==> src/rtl/alu_pkg.sv <==
// Shared definitions for the round-robin ALU arbiter: opcodes, response
// state encoding and condition-code reset values.
package alu_pkg;

  localparam logic [1:0] ALU_ADD = 2'b00;
  localparam logic [1:0] ALU_SUB = 2'b01;
  localparam logic [1:0] ALU_AND = 2'b10;
  localparam logic [1:0] ALU_XOR = 2'b11;

  // Response slot state; the FULL state is exactly rsp_valid.
  typedef enum logic {
    ST_EMPTY = 1'b0,
    ST_FULL  = 1'b1
  } rsp_state_t;

  // Y86 condition codes.
  typedef struct packed {
    logic zf;
    logic sf;
    logic of;
  } cc_t;

  localparam cc_t CC_RESET = '{zf: 1'b1, sf: 1'b0, of: 1'b0};

endpackage

==> src/rtl/alu_rr_arbiter_if.sv <==
// Request/response bus between two requesters plus one consumer and the
// shared ALU. master = requesters/consumer side, slave = the arbiter.
interface alu_rr_arbiter_if #(
  parameter int WIDTH = 64
);
  logic [1:0]         req_valid;
  logic [1:0]         req_ready;
  logic [3:0]         req_op;
  logic [2*WIDTH-1:0] req_a;
  logic [2*WIDTH-1:0] req_b;
  logic [1:0]         req_setcc;
  logic               rsp_valid;
  logic               rsp_ready;
  logic               rsp_id;
  logic [WIDTH-1:0]   rsp_result;
  logic               rsp_ovf;
  logic               cc_zf;
  logic               cc_sf;
  logic               cc_of;

  modport master (
    output req_valid, req_op, req_a, req_b, req_setcc, rsp_ready,
    input  req_ready, rsp_valid, rsp_id, rsp_result, rsp_ovf,
           cc_zf, cc_sf, cc_of
  );

  modport slave (
    input  req_valid, req_op, req_a, req_b, req_setcc, rsp_ready,
    output req_ready, rsp_valid, rsp_id, rsp_result, rsp_ovf,
           cc_zf, cc_sf, cc_of
  );
endinterface

==> src/rtl/alu_core.sv <==
// Purely combinational ALU: add/sub/and/xor with signed overflow flag.
module alu_core
  import alu_pkg::*;
#(
  parameter int WIDTH = 64
) (
  input  logic [1:0]       op,
  input  logic [WIDTH-1:0] a,
  input  logic [WIDTH-1:0] b,
  output logic [WIDTH-1:0] result,
  output logic             ovf
);

  // Evaluate the selected operation and its overflow condition.
  always_comb begin
    // NOTE: every output gets a default first so no path leaves it unassigned (no latch).
    result = '0;
    ovf    = 1'b0;
    case (op)
      ALU_ADD: begin
        result = a + b;
        ovf    = (a[WIDTH-1] == b[WIDTH-1]) && (result[WIDTH-1] != a[WIDTH-1]);
      end
      ALU_SUB: begin
        result = a - b;
        ovf    = (a[WIDTH-1] != b[WIDTH-1]) && (result[WIDTH-1] != a[WIDTH-1]);
      end
      ALU_AND: result = a & b;
      ALU_XOR: result = a ^ b;
    endcase
  end

endmodule

==> src/rtl/alu_rr_arbiter.sv <==
// Two requesters share one ALU. Round-robin grant, one op per cycle, result
// delivered through a single registered valid/ready response slot. Holds the
// Y86 condition codes, updated only by requester CC_REQ.
module alu_rr_arbiter
  import alu_pkg::*;
#(
  parameter int WIDTH  = 64,
  parameter bit CC_REQ = 1'b0
) (
  input logic               clk,
  input logic               reset,
  alu_rr_arbiter_if.slave   bus
);

  rsp_state_t       state_q, state_d;
  logic             ptr_q;
  logic             free;
  logic             grant;
  logic             grant_id;
  logic             setcc_sel;
  logic [1:0]       op_sel;
  logic [WIDTH-1:0] a_sel, b_sel;
  logic [WIDTH-1:0] alu_result;
  logic             alu_ovf;
  logic [WIDTH-1:0] result_q;
  logic             id_q;
  logic             ovf_q;
  cc_t              cc_q;

  // Arbitration and operand mux: grant only when the response slot can take a result.
  always_comb begin
    free      = (state_q == ST_EMPTY) || bus.rsp_ready;
    grant     = free && (|bus.req_valid);
    grant_id  = (&bus.req_valid) ? ptr_q : bus.req_valid[1];
    op_sel    = grant_id ? bus.req_op[3:2] : bus.req_op[1:0];
    a_sel     = grant_id ? bus.req_a[2*WIDTH-1:WIDTH] : bus.req_a[WIDTH-1:0];
    b_sel     = grant_id ? bus.req_b[2*WIDTH-1:WIDTH] : bus.req_b[WIDTH-1:0];
    setcc_sel = bus.req_setcc[grant_id];
  end

  alu_core #(.WIDTH(WIDTH)) u_alu (
    .op     (op_sel),
    .a      (a_sel),
    .b      (b_sel),
    .result (alu_result),
    .ovf    (alu_ovf)
  );

  // Response-slot state register.
  always_ff @(posedge clk or posedge reset) begin
    // NOTE: sequential state uses non-blocking assignments so all flops update together.
    if (reset) state_q <= ST_EMPTY;
    else       state_q <= state_d;
  end

  // Next state: fill on grant, empty on drain without a new grant.
  always_comb begin
    state_d = state_q;
    case (state_q)
      ST_EMPTY: if (grant) state_d = ST_FULL;
      ST_FULL:  if (bus.rsp_ready && !grant) state_d = ST_EMPTY;
    endcase
  end

  // Outputs: valid from state, one-hot ready from grant, response fields from registers.
  always_comb begin
    bus.rsp_valid  = (state_q == ST_FULL);
    bus.req_ready  = 2'b00;
    if (grant) bus.req_ready[grant_id] = 1'b1;
    bus.rsp_id     = id_q;
    bus.rsp_result = result_q;
    bus.rsp_ovf    = ovf_q;
    bus.cc_zf      = cc_q.zf;
    bus.cc_sf      = cc_q.sf;
    bus.cc_of      = cc_q.of;
  end

  // Round-robin pointer: favour the other requester after each grant.
  always_ff @(posedge clk or posedge reset) begin
    if (reset)      ptr_q <= 1'b0;
    else if (grant) ptr_q <= ~grant_id;
  end

  // Response payload: loaded on grant, otherwise held (also across a plain drain).
  always_ff @(posedge clk or posedge reset) begin
    if (reset) begin
      result_q <= '0;
      id_q     <= 1'b0;
      ovf_q    <= 1'b0;
    end else if (grant) begin
      result_q <= alu_result;
      id_q     <= grant_id;
      ovf_q    <= alu_ovf;
    end
  end

  // Condition codes: only the privileged requester with setcc may change them.
  always_ff @(posedge clk or posedge reset) begin
    if (reset) begin
      cc_q <= CC_RESET;
    end else if (grant && (grant_id == CC_REQ) && setcc_sel) begin
      cc_q.zf <= (alu_result == '0);
      cc_q.sf <= alu_result[WIDTH-1];
      cc_q.of <= alu_ovf;
    end
  end

endmodule

==> src/flat_wrapper.sv <==
// flat-port wrapper written by rule: the top's interface ports become plain ports
module alu_rr_arbiter_flat import alu_pkg::*;
#(
  parameter int WIDTH  = 64,
  parameter bit CC_REQ = 1'b0
)
  (clk, reset, bus_req_valid, bus_req_op, bus_req_a, bus_req_b, bus_req_setcc, bus_rsp_ready, bus_req_ready, bus_rsp_valid, bus_rsp_id, bus_rsp_result, bus_rsp_ovf, bus_cc_zf, bus_cc_sf, bus_cc_of);
  alu_rr_arbiter_if #(.WIDTH(WIDTH)) bus_i ();
  input logic clk;
  input logic reset;
  input wire logic [$bits(bus_i.req_valid)-1:0] bus_req_valid;
  input wire logic [$bits(bus_i.req_op)-1:0] bus_req_op;
  input wire logic [$bits(bus_i.req_a)-1:0] bus_req_a;
  input wire logic [$bits(bus_i.req_b)-1:0] bus_req_b;
  input wire logic [$bits(bus_i.req_setcc)-1:0] bus_req_setcc;
  input wire logic [$bits(bus_i.rsp_ready)-1:0] bus_rsp_ready;
  output wire logic [$bits(bus_i.req_ready)-1:0] bus_req_ready;
  output wire logic [$bits(bus_i.rsp_valid)-1:0] bus_rsp_valid;
  output wire logic [$bits(bus_i.rsp_id)-1:0] bus_rsp_id;
  output wire logic [$bits(bus_i.rsp_result)-1:0] bus_rsp_result;
  output wire logic [$bits(bus_i.rsp_ovf)-1:0] bus_rsp_ovf;
  output wire logic [$bits(bus_i.cc_zf)-1:0] bus_cc_zf;
  output wire logic [$bits(bus_i.cc_sf)-1:0] bus_cc_sf;
  output wire logic [$bits(bus_i.cc_of)-1:0] bus_cc_of;
  assign bus_i.req_valid = bus_req_valid;
  assign bus_i.req_op = bus_req_op;
  assign bus_i.req_a = bus_req_a;
  assign bus_i.req_b = bus_req_b;
  assign bus_i.req_setcc = bus_req_setcc;
  assign bus_i.rsp_ready = bus_rsp_ready;
  assign bus_req_ready = bus_i.req_ready;
  assign bus_rsp_valid = bus_i.rsp_valid;
  assign bus_rsp_id = bus_i.rsp_id;
  assign bus_rsp_result = bus_i.rsp_result;
  assign bus_rsp_ovf = bus_i.rsp_ovf;
  assign bus_cc_zf = bus_i.cc_zf;
  assign bus_cc_sf = bus_i.cc_sf;
  assign bus_cc_of = bus_i.cc_of;
  alu_rr_arbiter #(.WIDTH(WIDTH), .CC_REQ(CC_REQ)) u_core (.clk(clk), .reset(reset), .bus(bus_i));
endmodule
==> config.mk <==
export PLATFORM = sky130hd
export DESIGN_NAME = alu_rr_arbiter_flat
export DESIGN_NICKNAME = d
export VERILOG_FILES = /design/src/rtl/alu_pkg.sv /design/src/rtl/alu_rr_arbiter_if.sv /design/src/rtl/alu_core.sv /design/src/rtl/alu_rr_arbiter.sv /design/src/flat_wrapper.sv
export SDC_FILE = /design/constraint.sdc
export NUM_CORES = 1
export LEC_CHECK = 0
export ABC_AREA = 1
export CORE_MARGIN = 4
export CORE_UTILIZATION = 35
export CTS_BUF_LIST = sky130_fd_sc_hd__clkbuf_2 sky130_fd_sc_hd__clkbuf_4 sky130_fd_sc_hd__clkbuf_8
export DETAILED_ROUTE_END_ITERATION = 6
export GPL_ROUTABILITY_DRIVEN = 0
export PLACE_DENSITY = 0.64
export SLEW_MARGIN = 30
export SYNTH_ARGS = -nofsm -noshare
export SYNTH_HDL_FRONTEND = slang
export SYNTH_SLANG_ARGS = --single-unit
==> constraint.sdc <==
create_clock -name clk -period 4.2 [get_ports clk]
set_input_delay 0.63 -clock clk [delete_from_list [all_inputs] [get_ports clk]]
set_output_delay 0.63 -clock clk [all_outputs]
set_load 0.03 [all_outputs]
==> results.sh <==
export IMPL_slew_viol_final=0
export IMPL_cts_htree_levels=3
export IMPL_overflow=0
export IMPL_worst_path_most_repeated_cell="nand2_1"
export IMPL_die_area_sq_mm=0.0554
export IMPL_fin_util=0.528
export IMPL_fin_ws_ps=237
export IMPL_worst_slew_pin_slew_ps=900
export IMPL_synthTopCellsByArea="nand2_1, inv_1, dfrtp_1"
export IMPL_finalCritPeriodShare=0.944
export IMPL_r2r_cells=25
export IMPL_drive_above_1_share=0.204
export IMPL_cts_hold_buf=0
export IMPL_clock_sinks=71
export IMPL_syn_instance_count=3497
export IMPL_syn_nets=3894
export IMPL_crit_fanout=12
export IMPL_wirelength_mm=83.4
export IMPL_whs_path_depth=2
export IMPL_cts_buffers=9
export IMPL_max_slew_margin=0.400
export IMPL_maxCapViolCount=0
export IMPL_achievable_frequency_mhz=252
export IMPL_io_buffers=337
export IMPL_ant_nets=0
export IMPL_grt_pass1_wl_mm=124
export IMPL_antenna_found_initial=0
export IMPL_drc=0
export IMPL_cp_required_ps=4510
export IMPL_yosysUniqueCellTypes=47
export IMPL_core_area_sq_mm=0.0513
export IMPL_endpoint_kind="register"
export IMPL_io_pin_count=339
export IMPL_setup_viol=0
export IMPL_hpwl_mm=70.6
export IMPL_fin_cells=5024
export IMPL_grt_pass1_vias=22600
export IMPL_synth_seq_cells=71
export IMPL_multi_input_area_sq_mm=0.0135
export IMPL_r2r_start="u_core.ptr_q$_DFFE_PP0P_"
export IMPL_cellLeakagePower_nw=14.9
export IMPL_vias=24800
export IMPL_diodes=0
export IMPL_slowest_stage="ha_1"
export IMPL_initial_core_util=0.353
export IMPL_place_ws_ps=-712
export IMPL_synth_async_reset_ratio=1.00
export IMPL_dp_cells=5000
export IMPL_path_clk_slew_ps=80
export IMPL_ctsLongestPathBuffers=2
export IMPL_layout_nets=4737
export IMPL_ff_latch_area_sq_mm=0.00178
export IMPL_hold_class="reg2reg"
export IMPL_die_w_microns=235
export IMPL_startpoint_type="register"
export IMPL_viasPerCell=4.93
export IMPL_outcome="finished clean"
export IMPL_finalCriticalPeriod_ps=3960
export IMPL_hold_violations=0
export IMPL_crit_path_start="u_core.ptr_q$_DFFE_PP0P_"
export IMPL_final_cell_mix="nand2_1, inv_1, buf_4, clkdlybuf4s50_1, nor2_1"
export IMPL_ir_worst_vdd_mv=0.164
export IMPL_ys_seq_area_frac=0.0983
export IMPL_synth_ff_type="dfrtp_1"
export IMPL_cts_root_buf="clkbuf_8"
export IMPL_hold_path_end="u_core.bus.cc_of$_DFFE_PP0P_"
export IMPL_num_rows=83
export IMPL_synth_avg_cell_area_sq_um=5.17
export IMPL_grt_use_total=0.284
export IMPL_synth_edff_count=0
export IMPL_area_growth_pct=49.7
export IMPL_path_class="reg2reg"
export IMPL_synth_top_cell_area_share=0.264
export IMPL_rrSetupSlack_ps=240
export IMPL_cts_tree="yes"
export IMPL_reg2reg_to="u_core.bus.cc_zf$_DFFE_PP1P_"
export IMPL_hp_start="u_core.bus.cc_of$_DFFE_PP0P_"
export IMPL_drt_wirelength_per_cell_microns=16.6
export IMPL_tns_ps=0
export IMPL_dr_first_iter_drc_count=2510
export IMPL_max_stage_delay_ps=420
export IMPL_synth_area_sq_mm=0.0181
export IMPL_grt_max_degree=100
export IMPL_clk_latency_ps=360
export IMPL_dr_pass1_iters=6
export IMPL_die_h_microns=235
export IMPL_fillers=5469
export IMPL_synth_top_cell_by_area="nand2_1"
export IMPL_critPathArrivalTime_ps=4270
export IMPL_p_per_area_mw_per_mm2=329
export IMPL_ys_warn_count=0
export IMPL_fin_worst_skew_ps=8.29
export IMPL_final_common_cell="nand2_1"
stage by stage:
step / power, mW / hold WS, ps / area (sq um)
after global placement: 7.93 / 462 / 26300
after CTS: 8.75 / 486 / 27000
final: 8.92 / 481 / 27100
after global routing: 9.56 / 498 / 27100
after detailed placement: 7.98 / 465 / 26300
after floorplan: 4.63 / 491 / 18100
Yosys cell counts (3+ instances only):
library cell  count
and2_1            5
buf_6            22
o21bai_1         21
nand2_1        1272
nor2_4            6
nor2_2           46
buf_2            33
nand2_2          16
nand3_2           8
nor4_1            3
inv_1           699
nand3_1         250
nand4_1          29
o21ai_0         186
a31oi_1           3
o22ai_1          26
a21oi_1         158
o21ai_1           3
nand3b_1         23
ha_1            128
xor2_1           12
a21oi_2           4
inv_2            14
nor3_2            7
nor3_1           24
clkbuf_1         39
mux2_2           65
dfrtp_1          70
nor2_1          289
buf_4            10
buf_1             5
worst max-delay path: cells and delay by family, from the launching register on:
family	cells	cell delay, ps
simple gates	17	1860
buf+inv	5	670
fa+ha+maj	1	420
flops	1	380
mux	1	380
compound gates	1	160
worst max path at each step:
| stage | end | depth (start not counted) |
|---|---|---|
| 2_1_floorplan | u_core.bus.cc_zf$_DFFE_PP1P_ | 26 |
| 3_3_place_gp | u_core.bus.cc_zf$_DFFE_PP1P_ | 27 |
| 3_5_place_dp | u_core.bus.cc_zf$_DFFE_PP1P_ | 27 |
| 4_1_cts | u_core.bus.cc_zf$_DFFE_PP1P_ | 24 |
| 5_1_grt | u_core.bus.cc_zf$_DFFE_PP1P_ | 27 |
| 6_report | u_core.bus.cc_zf$_DFFE_PP1P_ | 25 |
cell type report:
class / count / share of cell area
well taps: 680 / 0.0314
clock buffers: 11 / 0.00559
clock inverters: 4 / 0.00199
flip-flops and latches: 71 / 0.0656
repair buffers: 938 / 0.297
inverters: 715 / 0.0992
multi-input cells: 2605 / 0.499
sequential cells by signal, indices dropped and copies added (netlist names):
register / count
u_core.bus.cc_zf: 1
u_core.ptr_q: 1
u_core.bus.cc_of: 1
u_core.bus.rsp_ovf: 1
u_core.bus.rsp_id: 1
u_core.bus.cc_sf: 1
u_core.bus.rsp_valid: 1
u_core.bus.rsp_result: 64
routing by layer:
metal | vias to the layer above | share of wire | GRT usage
li1 | 12400 | - | -
met1 | 10900 | 0.44 | 0.398
met2 | 1242 | 0.42 | 0.445
met3 | 181 | 0.11 | 0.0460
met4 | 0 | 0.036 | 0.0924
met5 | - | 0 | 0
repair_timing:
action	in CTS	in global routing
gates resized for setup	92	51
setup endpoints to repair	6	23
cloned	5	0
hold endpoints to repair	0	0
buffers inserted	3	1
pin swaps	5	7
where the power goes:
group	switching [mW]	leakage (nW)	internal, mW	total (mW)
registers	0.117	0.883	0.890	1.01
logic	4.24	13.9	3.10	7.34
clock network	0.269	0.0980	0.305	0.575
total	4.63	14.9	4.30	8.92
cell families after synthesis:
kind of cell / after synthesis / synth area share
AOI/OAI and AO/OA: 406 / 0.119
xor gates and xnor gates: 13 / 0.00629
adders and majority gates: 130 / 0.0907
buffers and inverters: 824 / 0.184
DFF: 71 / 0.0983
muxes: 65 / 0.0404
and+or+nand+nor: 1988 / 0.461
Power figures use the tool's default switching activity.
